===== src/rtl/c0_sample_seq.sv =====
// Sequencer in front of the combinational top_c0 core: applies one vector at a time,
// samples the core output after a settle interval and queues results in a small FIFO.
module c0_sample_seq #(
   parameter int unsigned SETTLE = 2,
   parameter int unsigned DEPTH  = 4
) (
   input  logic        clk,
   input  logic        rst_n,
   input  logic        in_valid,
   output logic        in_ready,
   input  logic [13:0] in_data,
   output logic [13:0] dut_i,
   input  logic [11:0] dut_o,
   output logic        out_valid,
   input  logic        out_ready,
   output logic [11:0] out_data,
   output logic [7:0]  samples
);

   localparam int unsigned PW = $clog2(DEPTH);
   localparam logic [PW:0] CountFull = (PW + 1)'(DEPTH);

   localparam logic [0:0] StIdle  = 1'b0;
   localparam logic [0:0] StDrive = 1'b1;

   logic [0:0]  state_q, state_d;
   logic [7:0]  settle_q, settle_d;
   logic [13:0] dut_i_q;
   logic [7:0]  samples_q;
   logic [PW-1:0] wr_ptr_q, rd_ptr_q;
   logic [PW:0]   count_q, count_d;
   logic [11:0]   mem_q [DEPTH];

   logic accept, push, pop;

   assign in_ready  = (state_q == StIdle) && (count_q < CountFull);
   assign accept    = in_valid && in_ready;
   assign push      = (state_q == StDrive) && (settle_q == 8'd0);
   assign out_valid = (count_q != '0);
   assign pop       = out_valid && out_ready;
   assign out_data  = out_valid ? mem_q[rd_ptr_q] : 12'h000;
   assign dut_i     = dut_i_q;
   assign samples   = samples_q;

   always_comb begin
      state_d  = state_q;
      settle_d = settle_q;
      case (state_q)
         StIdle: begin
            if (accept) begin
               state_d  = StDrive;
               settle_d = 8'(SETTLE - 1);
            end
         end
         StDrive: begin
            if (settle_q == 8'd0) begin
               state_d = StIdle;
            end else begin
               settle_d = settle_q - 8'd1;
            end
         end
         default: state_d = StIdle;
      endcase
   end

   // A push never meets a full FIFO: accept already required a free slot.
   always_comb begin
      count_d = count_q;
      if (push && !pop) begin
         count_d = count_q + (PW + 1)'(1);
      end else if (!push && pop) begin
         count_d = count_q - (PW + 1)'(1);
      end
   end

   always_ff @(posedge clk or negedge rst_n) begin
      if (!rst_n) begin
         state_q   <= StIdle;
         settle_q  <= 8'd0;
         dut_i_q   <= 14'h0000;
         samples_q <= 8'd0;
         wr_ptr_q  <= '0;
         rd_ptr_q  <= '0;
         count_q   <= '0;
      end else begin
         state_q  <= state_d;
         settle_q <= settle_d;
         count_q  <= count_d;
         if (accept) begin
            dut_i_q <= in_data;
         end
         if (push) begin
            wr_ptr_q  <= wr_ptr_q + PW'(1);
            samples_q <= samples_q + 8'd1;
         end
         if (pop) begin
            rd_ptr_q <= rd_ptr_q + PW'(1);
         end
      end
   end

   // Storage needs no reset; count gates visibility of every entry.
   always_ff @(posedge clk) begin
      if (push) begin
         mem_q[wr_ptr_q] <= dut_o;
      end
   end

endmodule


===== config.mk =====
export PLATFORM = sky130hd
export DESIGN_NAME = c0_sample_seq
export DESIGN_NICKNAME = d
export VERILOG_FILES = /design/src/rtl/c0_sample_seq.sv
export SDC_FILE = /design/constraint.sdc
export NUM_CORES = 1
export LEC_CHECK = 0
export ABC_CLOCK_PERIOD_IN_PS = 6100
export BUFFER_PORTS_ARGS = -buffer_cell sky130_fd_sc_hd__clkbuf_2
export CAP_MARGIN = 5
export CORE_MARGIN = 4
export CORE_UTILIZATION = 50
export DETAILED_ROUTE_END_ITERATION = 10
export GPL_TIMING_DRIVEN = 1
export PLACE_DENSITY = 0.73
export SETUP_SLACK_MARGIN = 0.3
export SLEW_MARGIN = 20
export SYNTH_ARGS = -nofsm -noshare
export SYNTH_HDL_FRONTEND = slang
export SYNTH_SLANG_ARGS = --single-unit

===== constraint.sdc =====
create_clock -name clk -period 6.1 [get_ports clk]
set_clock_uncertainty 0.15 [all_clocks]
set_input_delay 0.305 -clock clk [delete_from_list [all_inputs] [get_ports clk]]
set_output_delay 0.305 -clock clk [all_outputs]
set_load 0.01 [all_outputs]

## Yosys cells after proc, flatten, opt, wreduce, memory -nomap -nowiden

Memory sizes are Yosys's and may differ from the RTL's.
Index checks and enable logic that the tools add are counted.

| storage, ports and cells | value |
|---|---|
| register bits | 38 |
| bits in writable memories | 48 |
| output and inout bits | 36 |
| logic and storage cells | 41 |
| memories kept | 1 |

Memories:

| memory | words | width | rd ports | clocked after Yosys merged registers in | wr ports | RTL line | source |
|---|---|---|---|---|---|---|---|
| mem_q | 4 | 12 | 1 | 0 | 1 | 32 | `logic [11:0] mem_q [DEPTH];` |

| operators by class | value |
|---|---|
| $add $sub $neg | 6 |
| order comparisons | 1 |
| equal/unequal tests | 2 |
| muxes and demuxes | 11 |
| bitwise logic cells | 1 |
| reduce and logical (&&, ||, !) cells | 12 |

Operator list:

| cell | number |
|---|---|
| 8-bit 2-to-1 mux | 2 |
| 8-bit case mux with 2 select lines | 1 |
| 12-bit 2-to-1 mux | 1 |
| 8-bit by 1-bit adder with 8-bit output, second input constant | 1 |
| 8-bit logical NOT | 1 |
| 8-bit by 1-bit subtractor with 8-bit output, second input constant | 1 |
| 1-bit logical AND | 6 |
| 3-bit 2-to-1 mux | 2 |
| 2-bit by 1-bit adder with 2-bit output, second input constant | 2 |
| 1-bit 2-to-1 mux | 4 |
| 2-bit inequality test, second input constant | 2 |
| 3-bit by 1-bit adder with 3-bit output, second input constant | 1 |
| 3-bit < comparator, second input constant | 1 |
| 3-bit nonzero test | 1 |
| 3-bit by 1-bit subtractor with 3-bit output, second input constant | 1 |
| 1-bit logical NOT | 2 |
| 1-bit case mux with 2 select lines | 1 |
| 2-bit AND reduction | 1 |
| 2-bit nonzero test | 1 |
| 1-bit inverter | 1 |

## Logic depth before layout (Yosys ltp)

| depth | value |
|---|---|
| depth in word-level cells | 6 |
| depth in mapped cells | 11 |
| depth with buffers taken out | 10 |

## Worst setup path before layout

OpenSTA, ideal clock, no wires.

| timing path | value |
|---|---|
| path type | register to register |
| start | register settle_q[0] |
| end | register count_q[2] |
| library setup time | 0.079 ns |
| arrival time | 2.419 ns |
| setup slack | 3.452 ns |
| stages on the path, launching flop included | 12 |
| cells stage by stage | dfrtp_1 > inv_1 > ha_1 > nor3b_2 > nor3b_4 > buf_6 > ha_1 > inv_1 > fa_1 > xor2_1 > nor2_1 > xor2_1 |

| between the ends | value |
|---|---|
| longest elaborated chain between the ends | 5 |
| elaborated cells on any way between the ends | 7 |
| those cells by class | 1 x mux; 6 x reduce/logical |

Ends and longest elaborated chain:

| what | RTL line | source |
|---|---|---|
| start: declaration | 27 | `logic [7:0] settle_q, settle_d;` |
| start signal: assignment | 87 | `settle_q <= settle_d;` |
| 8-bit logical NOT * | 38 | `assign push = (state_q == StDrive) && (settle_q == 8'd0);` |
| 1-bit logical AND * | 38 |  |
| named net push | 34 | `logic accept, push, pop;` |
| 1-bit logical NOT | 71 | `end else if (!push && pop) begin` |
| 1-bit logical AND | 71 |  |
| 2-bit nonzero test (no source line) | n/a |  |
| end signal: assignment | 88 | `count_q <= count_d;` |
| end: declaration | 31 | `logic [PW:0] count_q, count_d;` |

The timed path passes the listed nets; every way through them passes the cells marked *.
A chain may end at the register's enable or synchronous reset.

## Worst setup path after layout

| timing path | value |
|---|---|
| start | register settle_q[0] |
| end | register count_q[2] |

| between the ends | value |
|---|---|
| longest elaborated chain between the ends | 5 |
| elaborated cells on any way between the ends | 7 |
| those cells by class | 1 x mux; 6 x reduce/logical |

Ends and longest elaborated chain:

| what | RTL line |
|---|---|
| 8-bit logical NOT * | 38 |
| 1-bit logical AND * | 38 |
| 1-bit logical NOT | 71 |
| 1-bit logical AND | 71 |
| 2-bit nonzero test (no source line) | n/a |

Mark *: on every way between the ends. The rest lies on a longest branch, timed or not.

==> run metrics <==
cts repair resizes=0; gr ovfl total=0; Tmin final=roughly 3.1 ns; Post-synth ARST share=about 44%; crit path kind=flop to flop; DRT iter0 DRCs=about 130; Synth Warn #=0; Critical Path AT=approximately 3.2 ns; DP Wirelength=4200 um; Slew HR=a little under two fifths; final instance area=4300 um^2; clock sink total=86; Synth-to-Final Area Change=20.4%; P_leak=1.86 nW; Max clock buf depth=2; Worst path max stage delay=approximately 0.57 ns; max_cap viols=0; final worst slack=~3.0 ns; ranking of synthesized cells by area=edfxtp_1, dfrtp_1, mux4_2; worst skew pair latency=~0.35 ns; number of CTS-inserted buffers=9; footprint of the multi-input gates=between 1000 and 1500 um^2; Synth Cell Area=~3600 um^2; hold_buf cts=15; Worst setup startpoint=settle_q[0]; status=completed; I/O pin count=66; Via density=about 5; CTS tree=done; combinational power share=2.5%; TNS Setup=0 ns; pwr dens=230 nW/um^2; Cells after Synth=246; Fillers=between 400 and 500; Yosys cell types=36; sequential group share of total power=between 60% and 70%; area post-placement=slightly below 4000 um^2; Setup crit end kind=flop; Worst Hold Class=input pin to flop; # rows=30; RSZ-0062 raised after global routing=false; Final Hold Vio Count=0; top cell type's share of synthesized area=~40%; fin. max-slew vios=0; Min-Delay Startpoint=dut_o[4]; worst vdd ir=0.110 mV; top post-synthesis cells by count=nand2_1, edfxtp_1, dfrtp_1; die extent in x=around 93 um; area of the die=8560 um^2; area leader, netlist=edfxtp_1; top-count cell post-synth=nand2_1; reg2reg start=settle_q[0]; pre-CTS setup slack=between 3 and 4 ns; H-tree depth=3; Mapped Nets=around 290; Int Power=~0.8 mW; Die H=around 93 um; setup bufs post-CTS=0; DR pass1 iterations=4; Final GP Congestion=around 0.76; synthesized area per cell=about 15 um^2; clock-pin slew on the worst setup and hold paths=0.08 ns; ant diodes=0; Clock Power Share=35.4%; largest net degree at the start of global routing=39; sequential share of the synthesized area=between 60% and 70%; global-route wire length before repair=approximately 11000 um; Global Route Usage Sum=16.3%; slowest CP cell=nor3b_4; Initial Util=about half; Top FF cell, synth=edfxtp_1; DRC errors left=0; NetSw=roughly 0.21 mW; antenna viol nets, final=0; CP Cell Sequence=inv_1, ha_1, nor3b_2, nor3b_4, ha_1, inv_1, fa_1, xor2_1, nor2_1, xor2_1; number of synthesized register bits=86; Req. time, crit path=between 6 and 7 ns; CP Launch Type=flop; PortBufs=65; CTS root buffer=clkbuf_8; DRT Wirelength=approximately 6300 um; Crit Path Max Fanout=13; Avg WL per Cell=approximately 15 um; period utilization=between 50% and 60%; Switching Fraction=a little over a fifth; via count=2146; measured slew at the worst slew-check pin=0.936 ns; EDFF count, synth=48; number of global-route vias before repair=around 2100; initial antenna violation count=0; Core Region=between 6000 and 7000 um^2; FF+latch area=roughly 2400 um^2; share of cells above drive strength 1=between 30% and 40%; Fmax=327 MHz; final net count=approximately 370; Final setup viols=0
-- power by group through the flow --
stage | logic [mW] | registers (mW) | clock network (mW)
4_1_cts | 0.0252 | 0.614 | 0.361
6_report | 0.0249 | 0.614 | 0.350
3_3_place_gp | 0.0172 | 0.626 | 0
2_1_floorplan | 0.000125 | 0.627 | 0
5_1_grt | 0.0279 | 0.614 | 0.386
3_5_place_dp | 0.0175 | 0.626 | 0
-- layer usage --
layer  global-route usage, %  routed length, um  vias up
met1                    21.5               2690     1045
li1                        -                  -     1040
met2                    26.0               3270       48
met5                       0                  0        -
met3                    2.76                245       13
met4                    8.29                143        0
-- through the flow --
| stage | power [mW] | util, % | hold slack [ns] | instances |
|---|---|---|---|---|
| final | 0.988 | 62.6 | 0.0223 | 430 |
| after detailed placement | 0.644 | 57.9 | 0.312 | 399 |
| after global placement | 0.643 | 57.9 | 0.307 | 399 |
| after CTS | 1.00 | 62.6 | 0.00625 | 430 |
| after global routing | 1.03 | 62.6 | 0.0157 | 430 |
| after floorplan | 0.627 | - | -0.141 | 246 |
-- worst max-delay path, delay by kind of cell, from the launching register on --
family                     cells  cell delay, ns
buffers and inverters          2            0.16
xor gates and xnor gates       2            0.30
DFF                            1            0.41
adders and majority gates      3            0.80
and+or+nand+nor                3            1.16
-- cell families (layout without fill, tap and decap cells) --
kind of cell	count (synthesis)	after routing	share of synthesized area (%)
buf+inv	14	102	1.75
xor+xnor	14	14	3.64
flops	86	86	67.0
fa+ha+maj	9	9	3.36
compound gates	10	10	1.82
simple gates	96	96	13.4
mux	17	17	9.04
-- cells in the final DEF, fill, tap and decap left out, types with 4 or more instances in the layout --
master         instances
xnor2_1                7
ha_1                   8
and2_1                17
clkbuf_8               9
inv_1                  6
edfxtp_1              48
dfrtp_1               38
nor3_1                 4
nand2_1               52
mux4_2                12
clkbuf_2              65
dlygate4sd3_1         15
nor2_1                10
xor2_1                 6
-- state kept, by name, summed over array words and instances (netlist names) --
signal    cells
mem_q        48
dut_i        14
samples       8
settle_q      8
count_q       3
rd_ptr_q      2
wr_ptr_q      2
state_q       1
-- layout make-up --
type                            count  area share (%)
Clock buffer                       10            2.97
Clock inverter                      6            1.02
Inverter                            6           0.524
Multi-Input combinational cell    146            26.0
Sequential cell                    86            55.7
Tap cell                           96            2.79
Timing Repair Buffer               80            11.1
-- path summary, 6_finish.rpt --
check,to,cells past startpoint,slack (ns)
worst max-delay path,count_q[2],10,3.04
worst min-delay path,mem_q[0][4],1,0.02
worst max register to register,count_q[2],10,3.04
worst min register to register,dut_i[10],2,0.33
max in group asynchronous,samples[4],2,4.73
min in group asynchronous,dut_i[13],2,0.48
Power figures use the tool's default switching activity.
